===== src/rtl/dl_arb_pkg.sv =====
// dl_arb_pkg: shared types and helpers for the design_lib arbiters.
// Field widths are sized for the largest supported requester count, and
// arbiters slice them down to their own index width.
package dl_arb_pkg;

  localparam int unsigned MAX_REQS  = 32;
  localparam int unsigned MAX_IDX_W = 5;

  typedef struct packed {
    logic                 found;
    logic [MAX_IDX_W-1:0] idx;
  } rr_pick_t;

  typedef struct packed {
    logic                 locked;
    logic [MAX_IDX_W-1:0] lock_idx;
  } lock_st_t;

  // Scan-based round-robin pick: first set bit of val at or after ptr, modulo n.
  function automatic rr_pick_t rr_pick(input logic [MAX_REQS-1:0]  val,
                                       input logic [MAX_IDX_W-1:0] ptr,
                                       input int unsigned          n);
    rr_pick_t    res;
    int unsigned pos;
    res = '0;
    if (n != 0) begin
      for (int unsigned k = 0; k < MAX_REQS; k++) begin
        pos = (32'(ptr) + k) % n;
        if ((k < n) && !res.found && val[pos[MAX_IDX_W-1:0]]) begin
          res.found = 1'b1;
          res.idx   = pos[MAX_IDX_W-1:0];
        end
      end
    end
    return res;
  endfunction

endpackage


===== src/rtl/dl_rr_arb_pick.sv =====
// dl_rr_arb_pick: combinational round-robin pick.
// Rotates val so that ptr lands on bit 0, takes the lowest set bit, then
// rotates the offset back into an absolute index.
module dl_rr_arb_pick
  import dl_arb_pkg::*;
#(
  parameter  int unsigned NUM_REQS = 4,
  localparam int unsigned IDX_W    = $clog2(NUM_REQS)
) (
  input  logic [NUM_REQS-1:0] val,
  input  logic [IDX_W-1:0]    ptr,
  output logic [IDX_W-1:0]    idx,
  output logic [NUM_REQS-1:0] oh,
  output logic                found
);

  localparam logic [IDX_W:0] N_EXT = NUM_REQS[IDX_W:0];

  logic [NUM_REQS-1:0] rot;
  logic [IDX_W-1:0]    ofs;
  logic [IDX_W:0]      sum;

  // Rotate, priority-encode from bit 0, unrotate with a single modulo step.
  always_comb begin
    rot   = NUM_REQS'({val, val} >> ptr);
    found = 1'b0;
    ofs   = '0;
    for (int k = NUM_REQS - 1; k >= 0; k--) begin
      if (rot[k]) begin
        found = 1'b1;
        ofs   = IDX_W'(k);
      end
    end
    sum = {1'b0, ptr} + {1'b0, ofs};
    if (sum >= N_EXT) sum = sum - N_EXT;
    idx = found ? sum[IDX_W-1:0] : '0;
    oh  = found ? (NUM_REQS'(1) << idx) : '0;
  end

endmodule


===== src/rtl/dl_rr_arb.sv =====
// dl_rr_arb: round-robin arbiter sharing one valid/ready channel among
// NUM_REQS requesters.
// Build option: define DL_RR_ARB_OUTREG_EN to put a one-entry register on the
// output channel (1-cycle latency, full throughput). Default is combinational.
//
// lock state | meaning
// -----------+------------------------------------------------------------
// unlocked   | grant follows the round-robin pick from prio_ptr
// locked     | downstream stalled; grant held on lock_idx until handshake
module dl_rr_arb
  import dl_arb_pkg::*;
#(
  parameter  int unsigned NUM_REQS = 4,   // >= 2
  parameter  int unsigned NUM_BITS = 32,
  localparam int unsigned IDX_W    = $clog2(NUM_REQS)
) (
  input  logic                clk,
  input  logic                rst_n,
  input  logic [NUM_REQS-1:0] req_val,
  input  logic [NUM_BITS-1:0] req_data [NUM_REQS],
  output logic [NUM_REQS-1:0] req_rdy,
  output logic                out_val,
  output logic [NUM_BITS-1:0] out_data,
  input  logic                out_rdy,
  output logic [IDX_W-1:0]    grant_idx,
  output logic [NUM_REQS-1:0] grant_oh
);

  logic [IDX_W-1:0]    prio_ptr;
  logic [IDX_W-1:0]    pick_idx;
  logic [NUM_REQS-1:0] pick_oh;
  logic                pick_found;

  function automatic logic [IDX_W-1:0] ptr_after(input logic [IDX_W-1:0] g);
    return (g == IDX_W'(NUM_REQS - 1)) ? '0 : g + 1'b1;
  endfunction

  dl_rr_arb_pick #(
    .NUM_REQS (NUM_REQS)
  ) u_pick (
    .val   (req_val),
    .ptr   (prio_ptr),
    .idx   (pick_idx),
    .oh    (pick_oh),
    .found (pick_found)
  );

`ifdef DL_RR_ARB_OUTREG_EN

  logic accept;

  // Register takes a new beat when it is empty or draining this cycle.
  always_comb begin
    accept   = !out_val || out_rdy;
    req_rdy  = accept ? pick_oh : '0;
    grant_oh = '0;
    for (int i = 0; i < NUM_REQS; i++)
      grant_oh[i] = out_val && (grant_idx == IDX_W'(i));
  end

  // Output register; the held beat itself is the stall lock in this build.
  always_ff @(posedge clk or negedge rst_n) begin
    if (!rst_n) begin
      prio_ptr  <= '0;
      out_val   <= 1'b0;
      out_data  <= '0;
      grant_idx <= '0;
    end else if (accept) begin
      out_val <= pick_found;
      if (pick_found) begin
        out_data  <= req_data[pick_idx];
        grant_idx <= pick_idx;
        prio_ptr  <= ptr_after(pick_idx);
      end
    end
  end

`else

  lock_st_t             lock_q;
  logic [MAX_IDX_W-1:0] grant_w;

  // Grant source: held index while locked, fresh pick otherwise.
  always_comb begin
    grant_w   = lock_q.locked ? lock_q.lock_idx : MAX_IDX_W'(pick_idx);
    grant_idx = grant_w[IDX_W-1:0];
    out_data  = req_data[grant_idx];
    out_val   = lock_q.locked ? req_val[grant_idx] : pick_found;
    grant_oh  = pick_oh;
    if (lock_q.locked) begin
      grant_oh = '0;
      for (int i = 0; i < NUM_REQS; i++)
        grant_oh[i] = out_val && (grant_w == MAX_IDX_W'(i));
    end
    req_rdy = out_rdy ? grant_oh : '0;
  end

  // Lock on a stall, release and advance the pointer on a handshake.
  // A locked requester that withdraws (illegal upstream) frees the grant
  // rather than wedging the channel.
  always_ff @(posedge clk or negedge rst_n) begin
    if (!rst_n) begin
      prio_ptr <= '0;
      lock_q   <= '0;
    end else if (out_val) begin
      if (out_rdy) begin
        lock_q.locked <= 1'b0;
        prio_ptr      <= ptr_after(grant_idx);
      end else begin
        lock_q.locked   <= 1'b1;
        lock_q.lock_idx <= grant_w;
      end
    end else begin
      lock_q.locked <= 1'b0;
    end
  end

`endif

endmodule


===== config.mk =====
export PLATFORM = sky130hd
export DESIGN_NAME = dl_rr_arb
export DESIGN_NICKNAME = d
export VERILOG_FILES = /design/src/rtl/dl_arb_pkg.sv /design/src/rtl/dl_rr_arb_pick.sv /design/src/rtl/dl_rr_arb.sv
export SDC_FILE = /design/constraint.sdc
export NUM_CORES = 1
export LEC_CHECK = 0
export ABC_AREA = 1
export CORE_ASPECT_RATIO = 1.75
export CORE_MARGIN = 1.5
export CORE_UTILIZATION = 29
export DETAILED_ROUTE_END_ITERATION = 7
export GPL_ROUTABILITY_DRIVEN = 1
export PLACE_DENSITY_LB_ADDON = 0.25
export RECOVER_POWER = 25
export SLEW_MARGIN = 20
export SYNTH_ARGS = -nofsm -noshare
export SYNTH_HDL_FRONTEND = slang
export SYNTH_SLANG_ARGS = --single-unit

===== constraint.sdc =====
create_clock -name clk -period 3.1 [get_ports clk]
set_clock_uncertainty 0.05 [all_clocks]
set_input_delay 0.62 -clock clk [delete_from_list [all_inputs] [get_ports clk]]
set_output_delay 0.62 -clock clk [all_outputs]
set_load 0.1 [all_outputs]

==> results by group, run 1 <==
Synthesis
  • Synth top area share: 41.30%
  • Synth top area cells: nand2_1 (41%), a22oi_1 (12%), dfrtp_1 (12%)
  • Yosys warns: 0
  • Ys async rst share: 100.0%
  • Syn Std Cell Area: 0.001690 mm²
  • Post-synth top area cell: nand2_1
  • Post-synth EDFFs: 0
  • Synth cell types: 29
  • Top FF cell, synth: dfrtp_1
  • Synth Instances: 325
  • Post-synthesis sequential area ratio: 11.84%
  • Syn_area_per_cell: 5.201 µm²
  • Post-synth net total: 462
  • Count leader, synth: nand2_1
  • Synth top cells by count: nand2_1 (186), a22oi_1 (27), nand3_1 (22)
  • Seq cells post-synth: 8

Clocking
  • CTS sink cnt: 8
  • Hold_buf cts: 0
  • Worst-skew pair later-pin latency: 0.23 ns
  • CTS clk-pin slew, worst paths: 0.04 ns
  • Total CTS buffers: 3
  • CTS tree: done
  • Htree depth: 1
  • CTS root buf: clkbuf_8
  • Clock buffer depth: 2

Finish
  • Layout cells sized above 1: 38.72%
  • FF+latch area: 202.7 µm²
  • Nets: 671
  • # diodes: 0
  • Area of the multi-input gates: 0.001939 mm²
  • FILL cells: 243
  • Finished Core Util: 90.12%
  • Area Overhead vs Synth: 197.8%

Routing
  • Routed vias: 3260
  • Initial drt markers: 189
  • Wire per inst: 19.95 µm
  • Via density: 5.362
  • Pre-antenna DRT Iters: 4
  • Post-route DRC: 0
  • Post-route ant nets: 0
  • Post-Route WL: 12.13 mm

STA
  • Fin crit share: 120.9%
  • Setup WS post-layout: -0.6478 ns
  • Unrepaired setup endpoints after global routing: true
  • Slew @ Worst Pin: 0.7397 ns
  • Max_slew headroom: 50.17%
  • F_max: 266.8 MHz
  • WHS: 0.4369 ns
  • Setup tns final: -23.25 ns
  • Fin. Hold Viols: 0
  • Max-slew violations: 0
  • Final setup violation count: 42
  • Fin crit period: 3.748 ns

Die
  • Io pins: 178
  • Initial Utilization: 30.26%
  • DIE HEIGHT: 104.0 µm
  • Site row count: 36
  • Core area: 0.005585 mm²
  • Die ar.: 0.006314 mm²
  • Die width: 60.71 µm

Placed design
  • Hpwl dp: 8.125 mm
  • I/O Buffers: 177
  • Gpl congestion: 0.9461

GRT
  • Vias in the first global route: 3095
  • Total Routing Usage GR: 30.79%
  • GRT Residual Overflow: 0
  • First-pass GRT wire length: 15.03 mm
  • Largest net degree at the start of global routing: 32
  • Initial antenna violation count: 0

Critical path
  • Crit path depth: 19
  • Worst EP required: 2.43 ns
  • Critical Path AT: 3.08 ns
  • Setup crit start kind: flip-flop
  • Critical Path End Type: output pin
  • Worst path cell trace: buf_6 -> nand2_4 -> nand3_2 -> nand2_2 -> nand3_2 -> a21boi_2 -> ha_2 -> xor2_1 -> inv_1 -> nand3_2 -> nand2_2 -> nand2_4 -> nand2_8 -> nor2_4 -> buf_6 -> buf_12 -> nand2_2 -> o211ai_1 -> clkbuf_16
  • Cell family with most CP delay: simple AND/OR/NAND/NOR gates
  • Worst reg2reg path depth: 23
  • Crit Path Category: reg2out
  • Crit-path slowest cell: dfrtp_2
  • Slowest stage delay, CP: 0.44 ns
  • Worst-path fanout max: 8
  • Bufs and invs on worst path: 5
  • Reg2Reg Setup Slack: 0.08 ns

Hold path
  • Hold Crit Depth: 2
  • Worst hold-check path type: reg2reg

Status
  • Outcome: finished, violations left
  • Failing checks: setup timing

Job
  • Max-Cap Viols: 0
## registers in the layout (all words and copies together) (netlist names)
name and count:
lock_q 6, prio_ptr 2
## stage by stage
step,worst slack (ns),cells,area [µm²]
CTS,-0.3724,596,4790
global route,-0.7561,608,5034
finish,-0.6478,608,5034
floorplan,-0.8887,325,2207
global placement,-0.8933,587,4634
detailed placement,-0.9656,587,4634
## tightest hold or removal path, stage by stage (launching register included)
cell and delay, ns:
dfrtp_1 0.35, nand2_1 0.06, inv_1 0.05
## cell type report
type	instances	share of cell area, %
Multi-Input combinational cell	279	38.53
Timing Repair Buffer	224	53.22
Inverter	18	1.516
Clock buffer	3	0.8203
Sequential cell	8	4.027
Tap cell	76	1.889
## cell families (layout without fill, tap and decap cells)
| kind of cell | Yosys count | count (layout) | share of synthesized area, % |
|---|---|---|---|
| flops | 8 | 8 | 11.84 |
| simple gates | 235 | 235 | 58.99 |
| fa+ha+maj | 2 | 2 | 1.480 |
| compound gates | 41 | 41 | 16.43 |
| xor+xnor | 1 | 1 | 0.5182 |
| buf+inv | 38 | 245 | 10.73 |
## final timing paths
kind                           endpoint         from
min in group asynchronous     lock_q[5]        rst_n
max                        out_data[17]  prio_ptr[0]
min reg2reg                   lock_q[2]    lock_q[2]
min                           lock_q[2]    lock_q[2]
max reg2reg                 prio_ptr[0]  prio_ptr[0]
max in group asynchronous   prio_ptr[0]        rst_n
## layout by cell type (no fill, tap or decap), drive strengths merged
master,Yosys,final
nand4,2,2
a21boi,1,1
and3,1,1
buf,15,92
dlygate4sd3,0,1
o21ai,11,11
clkdlybuf4s50,0,129
nor2,10,10
clkinvlp,0,1
dfrtp,8,8
a22oi,27,27
a21oi,1,1
ha,2,2
clkbuf,5,5
or2,1,1
inv,18,17
o211ai,1,1
nand2,193,193
nor3,3,3
xor2,1,1
nand3,25,25
## per-layer routing
metal / track usage [%] / wire length (µm) / vias to the layer above
li1: - / - / 1463
met1: 29.12 / 3758 / 1528
met2: 58.68 / 6498 / 199
met3: 6.716 / 1011 / 70
met4: 12.89 / 860 / 0
met5: 0 / 0 / -
## what timing repair did
item	4_1_cts	5_1_grt
gates cloned	0	1
pin swaps	36	30
endpoints found under the setup margin	46	42
buffers inserted	6	13
resized for setup	38	30
Power of run 1 is not shown: default switching activity piles up to over one toggle a cycle in this logic, so the estimate is an artifact.
==> inputs of run 2 (changes only) <==
--- a/config.mk
+++ b/config.mk
@@ -6,6 +6,7 @@
 export NUM_CORES = 1
 export LEC_CHECK = 0
 export ABC_AREA = 1
+export ABC_CLOCK_PERIOD_IN_PS = 3100
 export CORE_ASPECT_RATIO = 1.75
 export CORE_MARGIN = 1.5
 export CORE_UTILIZATION = 29
==> results of run 2 <==
The final DEF is identical to that of run 1; final timing and power are the same.
Power of run 2 is left out for the same reason.
